===== src/rtl/uart_pkg.sv =====
// Shared UART definitions: autobaud FSM states and sync-character geometry.
package uart_pkg;

    typedef enum logic [1:0] {
        IDLE      = 2'd0,
        WAIT_EDGE = 2'd1,
        MEASURE   = 2'd2,
        DONE      = 2'd3
    } ab_state_t;

    // 0x55 framed LSB first: five falling edges spanning eight bit periods
    localparam int SYNC_FALL_EDGES       = 5;
    localparam int SYNC_BIT_PERIODS_LOG2 = 3;

endpackage


===== src/rtl/uart_edge_detector.sv =====
// Registered falling-edge detector; every pulse lags its line edge by one cycle.
module uart_edge_detector #(
    parameter int BUS_WIDTH = 1
) (
    input  logic                 i_clk,
    input  logic                 i_nrst,
    input  logic [BUS_WIDTH-1:0] i_data,
    output logic [BUS_WIDTH-1:0] o_fall
);

    logic [BUS_WIDTH-1:0] hist_q;
    logic [BUS_WIDTH-1:0] fall_q;

    // History register and one-cycle falling-edge pulse
    always_ff @(posedge i_clk or negedge i_nrst) begin
        if (!i_nrst) begin
            hist_q <= '0;
            fall_q <= '0;
        end else begin
            hist_q <= i_data;
            fall_q <= hist_q & ~i_data;
        end
    end

    assign o_fall = fall_q;

endmodule


===== src/rtl/uart_autobaud.sv =====
// UART baud-rate measurement on a 0x55 sync character.
// Optional interval consistency check: UART_AUTOBAUD_CONSISTENCY_CHECK_EN.
module uart_autobaud
    import uart_pkg::*;
#(
    parameter int CNT_W       = 20,
    parameter int OVS_LOG2    = 4,
    parameter int DEFAULT_DIV = 1
) (
    input  logic             i_clk,
    input  logic             i_nrst,
    input  logic             i_rx,
    input  logic             i_start,
    input  logic             i_abort,
    output logic             o_busy,
    output logic             o_done,
    output logic             o_error,
    output logic [CNT_W-1:0] o_divider
);

    localparam int               SHIFT   = SYNC_BIT_PERIODS_LOG2 + OVS_LOG2;
    localparam logic [CNT_W:0]   ROUND   = {{CNT_W{1'b0}}, 1'b1} << (SHIFT - 1);
    localparam logic [CNT_W-1:0] CNT_MAX = '1;

    ab_state_t        state_q;
    logic [CNT_W-1:0] cnt_q;
    logic [2:0]       edges_q;
    logic             busy_q;
    logic             done_q;
    logic             error_q;
    logic [CNT_W-1:0] divider_q;

    logic             fall_d;
    logic [CNT_W:0]   divider_d;
    logic             intv_bad_d;

    uart_edge_detector #(
        .BUS_WIDTH (1)
    ) u_edge (
        .i_clk  (i_clk),
        .i_nrst (i_nrst),
        .i_data (i_rx),
        .o_fall (fall_d)
    );

    // In DONE cnt_q holds M; the extra bit keeps the rounding add from overflowing
    assign divider_d = ({1'b0, cnt_q} + ROUND) >> SHIFT;

`ifdef UART_AUTOBAUD_CONSISTENCY_CHECK_EN
    logic [CNT_W:0] i1_q;
    logic [CNT_W:0] mark_q;
    logic [CNT_W:0] stamp_d;
    logic [CNT_W:0] intv_d;
    logic [CNT_W:0] tol_d;

    assign stamp_d = {1'b0, cnt_q} + {{CNT_W{1'b0}}, 1'b1};
    assign intv_d  = stamp_d - mark_q;
    assign tol_d   = i1_q >> 2;
    // The tolerance band edges count as inconsistent; an exact match never does
    assign intv_bad_d = (edges_q >= 3'd2) && (intv_d != i1_q) &&
                        ((intv_d >= i1_q + tol_d) || (intv_d <= i1_q - tol_d));

    // Reference interval and timestamp of the previous falling edge
    always_ff @(posedge i_clk or negedge i_nrst) begin
        if (!i_nrst) begin
            i1_q   <= '0;
            mark_q <= '0;
        end else if (state_q == WAIT_EDGE && fall_d) begin
            mark_q <= '0;
        end else if (state_q == MEASURE && fall_d) begin
            if (edges_q == 3'd1) begin
                i1_q <= intv_d;
            end
            mark_q <= stamp_d;
        end
    end
`else
    assign intv_bad_d = 1'b0;
`endif

    // Measurement FSM with registered status outputs and divider
    always_ff @(posedge i_clk or negedge i_nrst) begin
        if (!i_nrst) begin
            state_q   <= IDLE;
            cnt_q     <= '0;
            edges_q   <= 3'd0;
            busy_q    <= 1'b0;
            done_q    <= 1'b0;
            error_q   <= 1'b0;
            divider_q <= CNT_W'(DEFAULT_DIV);
        end else begin
            done_q  <= 1'b0;
            error_q <= 1'b0;
            if (i_abort) begin
                state_q <= IDLE;
                busy_q  <= 1'b0;
                cnt_q   <= '0;
                edges_q <= 3'd0;
            end else begin
                case (state_q)
                    IDLE: begin
                        if (i_start) begin
                            state_q <= WAIT_EDGE;
                            busy_q  <= 1'b1;
                        end
                    end
                    WAIT_EDGE: begin
                        if (fall_d) begin
                            state_q <= MEASURE;
                            cnt_q   <= '0;
                            edges_q <= 3'd1;
                        end
                    end
                    MEASURE: begin
                        if (cnt_q == CNT_MAX) begin
                            state_q <= IDLE;
                            busy_q  <= 1'b0;
                            error_q <= 1'b1;
                        end else if (fall_d && intv_bad_d) begin
                            state_q <= IDLE;
                            busy_q  <= 1'b0;
                            error_q <= 1'b1;
                        end else begin
                            // Counting through the final edge makes cnt_q equal M in DONE
                            cnt_q <= cnt_q + CNT_W'(1);
                            if (fall_d) begin
                                edges_q <= edges_q + 3'd1;
                                if (edges_q == 3'(SYNC_FALL_EDGES - 1)) begin
                                    state_q <= DONE;
                                end
                            end
                        end
                    end
                    DONE: begin
                        state_q <= IDLE;
                        busy_q  <= 1'b0;
                        if (divider_d != '0) begin
                            divider_q <= divider_d[CNT_W-1:0];
                            done_q    <= 1'b1;
                        end else begin
                            error_q <= 1'b1;
                        end
                    end
                    default: begin
                        state_q <= IDLE;
                        busy_q  <= 1'b0;
                    end
                endcase
            end
        end
    end

    assign o_busy    = busy_q;
    assign o_done    = done_q;
    assign o_error   = error_q;
    assign o_divider = divider_q;

endmodule


===== config.mk =====
export PLATFORM = sky130hd
export DESIGN_NAME = uart_autobaud
export DESIGN_NICKNAME = d
export VERILOG_FILES = /design/src/rtl/uart_pkg.sv /design/src/rtl/uart_edge_detector.sv /design/src/rtl/uart_autobaud.sv
export SDC_FILE = /design/constraint.sdc
export NUM_CORES = 1
export LEC_CHECK = 0
export ABC_AREA = 0
export BUFFER_PORTS_ARGS = -buffer_cell sky130_fd_sc_hd__buf_2
export CELL_PAD_IN_SITES_DETAIL_PLACEMENT = 1
export CELL_PAD_IN_SITES_GLOBAL_PLACEMENT = 2
export CORE_AREA = 5 5 80 97
export DETAILED_ROUTE_END_ITERATION = 16
export DIE_AREA = 0 0 85 102
export GPL_TIMING_DRIVEN = 0
export PLACE_DENSITY_LB_ADDON = 0.1
export SYNTH_ARGS = -nofsm -noshare
export SYNTH_HDL_FRONTEND = slang
export SYNTH_SLANG_ARGS = --single-unit

===== constraint.sdc =====
create_clock -name i_clk -period 5.2 [get_ports i_clk]
set_input_delay 0 -clock i_clk [delete_from_list [all_inputs] [get_ports i_clk]]
set_output_delay 0 -clock i_clk [all_outputs]
set_load 0.02 [all_outputs]

## Word level (Yosys, flattened, before mapping)

Cells that the tools add are included.

| cells by class | value |
|---|---|
| $mul | 0 |
| divide/modulo/power cells | 0 |
| equal/unequal tests | 12 |
| shift operators | 0 |
| bitwise operators | 3 |
| reductions and logical operators | 9 |
| add/subtract/negate cells | 3 |
| multiplexer cells | 27 |
| $lt $le $gt $ge | 0 |

Operator list:

| cell | number |
|---|---|
| 2-to-1 mux 20 bit | 3 |
| case mux 20 bit (2 select lines) | 1 |
| adder 20 x 7 -> 21 bit, second input constant | 1 |
| nonzero test 21 bit | 1 |
| adder 20 x 1 -> 20 bit, second input constant | 1 |
| equality test 20 bit, second input constant | 1 |
| 2-to-1 mux 2 bit | 6 |
| 2-to-1 mux 3 bit | 4 |
| 2-to-1 mux 1 bit | 9 |
| != test 3 bit, second input constant | 3 |
| AND reduction 3 bit | 3 |
| case mux 2 bit (4 select lines) | 1 |
| AND reduction 4 bit | 2 |
| != test 3 x 2 -> 1 bit, second input constant | 2 |
| case mux 3 bit (2 select lines) | 1 |
| equality test 2 bit, second input constant | 2 |
| != test 4 x 3 -> 1 bit, second input constant | 1 |
| != test 4 bit, second input constant | 1 |
| nonzero test 4 bit | 1 |
| adder 3 x 1 -> 3 bit, second input constant | 1 |
| equality test 3 bit, second input constant | 1 |
| case mux 1 bit (3 select lines) | 1 |
| nonzero test 3 bit | 1 |
| equality test 2 x 1 -> 1 bit, second input constant | 1 |
| other kinds (4) | 5 |

| word-level totals | value |
|---|---|
| RAM bits | 0 |
| output and inout port bits | 23 |
| memories | 0 |
| flip-flop bits (word level) | 44 |
| input port bits | 5 |
| memory bits (read-only) | 0 |
| logic and storage cells | 63 |
| latch bits | 0 |

## Depth between registers and ports, before layout

| logic depth | value |
|---|---|
| depth in word-level cells | 6 |
| depth in mapped cells | 9 |
| mapped depth without buffers | 7 |

## Modules after synthesis

A second synthesis with hierarchy kept.

| unflattened totals | value |
|---|---|
| cells, all modules | 270 |
| area total of the unflattened synthesis | 2610.0 sq um |

Modules (own cells, without submodules):

| module | sequential area each (sq um) | times used | area each (sq um) | cells an instance |
|---|---|---|---|---|
| uart_autobaud | 1052.3 | 1 | 2546.2 | 267 |
| uart_edge_detector | 50.0 | 1 | 63.8 | 3 |

## Worst setup path after synthesis

No wires, ideal clock.

| path | value |
|---|---|
| kind | flip-flop to flip-flop |
| start point | register cnt_q[6] |
| end point | register divider_q[3], in the netlist o_divider[3] |
| cell stages (with the launch flop) | 9 |
| arrival | 2.176 ns |
| library setup time | 0.125 ns |
| clock period less this slack | 2.301 ns |
| path slack | 2.899 ns |
| cell sequence | dfrtp_1 ha_1 nand4_2 or4_1 o31a_1 a21oi_2 a21oi_4 buf_6 mux2_4 |

| between the ends | value |
|---|---|
| cells in the longest elaborated chain, start to end | 3 |

Ends and longest elaborated chain:

| element | line | source |
|---|---|---|
| start: declaration | uart_autobaud.sv:26 | `logic [CNT_W-1:0] cnt_q;` |
| start signal: assignment | uart_autobaud.sv:125 | `cnt_q <= cnt_q + CNT_W'(1);` |
| adder 20 x 7 -> 21 bit (*) | uart_autobaud.sv:47 | `assign divider_d = ({1'b0, cnt_q} + ROUND) >> SHIFT;` |
| nonzero test 21 bit | uart_autobaud.sv:137 | `if (divider_d != '0) begin` |
| AND reduction 3 bit (no line) | n/a |  |
| end signal: assignment | uart_autobaud.sv:90 | `divider_q <= CNT_W'(DEFAULT_DIV);` |
| end signal: assignment | uart_autobaud.sv:138 | `divider_q <= divider_d[CNT_W-1:0];` |
| end: declaration | uart_autobaud.sv:31 | `logic [CNT_W-1:0] divider_q;` |

Every way passes the cells marked *; elsewhere a longest branch is shown, timed or not.
A chain may end at the register's enable or synchronous reset.

## Final worst setup path

| path | value |
|---|---|
| start point | register cnt_q[6] |
| end point | register divider_q[6], in the netlist o_divider[6] |

Same word-level chain as after synthesis.

==> impl_results.md <==
* Initial antenna violation count at 0
* Clock sinks at 44
* CORE AREA at roughly 6700 um2
* Post-synth ARST share at 100%
* Post-route ant nets at 0
* Mapped Cells at 269
* Largest net degree at the start of global routing at 45
* DRC at 0
* Num rows at 33
* Htree depth at 2
* Top cells by area, synth: dfrtp_1 42%, xnor2_1 5.1%, xor2_1 4.7%
* Via/cell ratio at 5.11
* Prevailing post-synth register cell: dfrtp_1
* Arrival time worst endpoint at 2.96 ns
* Clk slew on worst S/H paths at 0.08 ns
* Pre-CTS WS at 2.44 ns
* Post-synthesis cell area at 2590 um2
* Worst-Margin Slew at approximately 1 ns
* Vias in the first global route at 2151
* Pwr Density at 215 nW/um2
* Layout cell share with drive strength beyond 1 at between 20% and 30%
* Final Hold Fails at 0
* Post-Route Skew at 0.00483 ns
* Root Buffer: clkbuf_8
* Worst setup SP type: register
* IO Port Bufs at 21
* First-pass GRT wire length at 10700 um
* Largest area contributor in the netlist: dfrtp_1
* Crit Path Class: register to register
* GRT Total Usage at 15.5%
* I/O pins at 28
* Via Count at 2010
* Die area at 8670 um2
* DRT iter0 DRCs at between 80 and 90
* Leakage at 1.34 nW
* Routability cong. at 0.757
* Final nets at 315
* Die height at 102 um
* Max-capacitance violation count at 0
* Crit path time final at 2.78 ns
* R2R Setup Slk at 2.42 ns
* Critical-path maximum fanout at 10
* Status: completed
* Worst VDD drop at ~0.16 mV
* Share of Yosys cell area claimed by the top area cell type at between 40% and 50%
* Distinct cells, synth at 56
* Clock latency on the worst-skew pair at 0.29 ns
* Diodes inserted at 0
* Sum Neg Setup Slack at 0 ns
* CTS tree: yes
* Critical path required time at roughly 5.4 ns
* Slew margin rel. at 32.4%
* Sequential cell area fraction in the yosys report at 42.5%
* Endpoints failing setup at 0
* Area grow syn2layout at 14.2%
* Drt wl/cell at 16.1 um
* Period utilization at 53.4%
* Mean Syn Cell Area at between 9 and 10 um2
* Clk buf depth at 2
* Total wire length at 6340 um
* Overflow after GRT at 0
* Clock buffer count from CTS at 5
* Worst Hold Class: input port to register
* Layout Utilization at between 40% and 50%
* Maximum clock rate at roughly 360 MHz
* Setup WS post-layout at 2.42 ns
* Chip width at 85 um
* Final slew viol count at 0
* Crit. End Element: register
* Flip-flop and latch count after synthesis at 44
* Hold Worst Slack at 0.359 ns
* Initial Utilization at between 30% and 40%
* Postcts setup bufs at 0
* Ys Warns at 0
* DPL Wire Length at roughly 4700 um
* Post-synth EDFFs at 0
* DRT Pass-1 Iters at 4
* Unrepaired setup endpoints after global routing: no
-- state kept, by name, indices dropped and copies added, names as in the netlist --
signal         cells
cnt_q             20
o_done             1
u_edge.hist_q      1
o_busy             1
u_edge.o_fall      1
o_divider         14
state_q            2
o_error            1
edges_q            3
-- cell type report --
| cell class | count | area (um2) |
|---|---|---|
| Buffer | 22 | 145 |
| Clock buffer | 7 | 96.3 |
| Fill cell | 792 | 3730 |
| Inverter | 10 | 37.5 |
| Multi-Input combinational cell | 198 | 1330 |
| Sequential cell | 44 | 1100 |
| Tap cell | 87 | 109 |
| Timing Repair Buffer | 25 | 145 |
-- worst max-delay path, cell delays in order (launching register included) --
cell      delay (ns)
dfrtp_1         0.49
ha_1            0.36
nand4_2         0.24
or2_2           0.33
clkbuf_1        0.17
nand2_1         0.14
a221oi_4        0.09
a21oi_4         0.31
buf_6           0.21
mux2_4          0.31
-- cell families after synthesis --
kind of cell | after synthesis | share of synthesized area (%)
flip-flops | 44 | 42.5
other | 1 | 0.145
multiplexers | 10 | 5.21
AND/OR/NAND/NOR | 105 | 21.5
adder cells (fa/ha/maj) | 4 | 1.93
AO/OA/AOI/OAI | 44 | 11.8
buffers and inverters | 32 | 7.05
XOR/XNOR | 29 | 9.80
-- worst paths after layout --
path,from,cells after the start,end
max in group asynchronous,i_nrst,2,o_divider[2]
min in group asynchronous,i_nrst,2,cnt_q[15]
worst min-delay path,i_rx,2,u_edge.hist_q
worst max register to register,cnt_q[6],9,o_divider[6]
worst min register to register,o_divider[0],2,o_divider[0]
worst max-delay path,cnt_q[6],9,o_divider[6]
-- cell usage in the layout, fill, tap and decap left out, types with 6 or more instances in the layout --
cell      netlist  routed
xor2_1         14      14
inv_1           9       9
buf_4          14      14
or2_2           6       6
nor2_1         27      27
o21ai_0        10      10
dfrtp_1        43      43
nor3_1         10      10
nand4_1         6       6
xnor2_1        15      15
mux2_4          6       6
nand3_1        12      12
conb_1          1       6
a21oi_1        13      13
buf_2           2      23
clkbuf_8        0       7
nand2_1        18      18
-- Yosys cell counts, types with 4 or more instances --
cell type	count
nand3_1	12
a21oi_1	13
or3_1	4
xor2_1	14
clkbuf_1	4
nor4_1	4
nor2_1	27
mux2_4	6
or2_2	6
dfrtp_1	43
buf_4	14
o21ai_0	10
xnor2_1	15
inv_1	9
nand4_1	6
nor3_1	10
nand2_1	18
ha_1	4
-- repair_timing --
| action | in CTS | in global routing |
|---|---|---|
| gates resized for setup | 0 | 0 |
| endpoints found under the setup margin | 0 | 0 |
| endpoints found under the hold margin | 48 | 0 |
| hold buffers | 4 | 0 |
-- stage by stage --
stage | cells | total power [mW] | instance area [um2]
CTS | 393 | 0.652 | 2960
global placement | 382 | 0.409 | 2830
global route | 393 | 0.671 | 2960
detailed placement | 382 | 0.410 | 2830
floorplan | 274 | 0.389 | 2610
finish | 393 | 0.636 | 2960
-- report_power, final --
| part | leakage [nW] | internal (mW) | switching [mW] |
|---|---|---|---|
| registers | 0.594 | 0.349 | 0.00597 |
| logic | 0.701 | 0.0168 | 0.0323 |
| clock network | 0.0503 | 0.118 | 0.114 |
| total | 1.34 | 0.484 | 0.152 |
-- routing by layer --
metal | wire length [um] | global-route usage [%]
met5 | 0 | 0
met4 | 105 | 5.24
met3 | 192 | 2.58
met2 | 3230 | 27.5
met1 | 2800 | 19.1
Note: power is estimated with default switching activity, not from simulation.
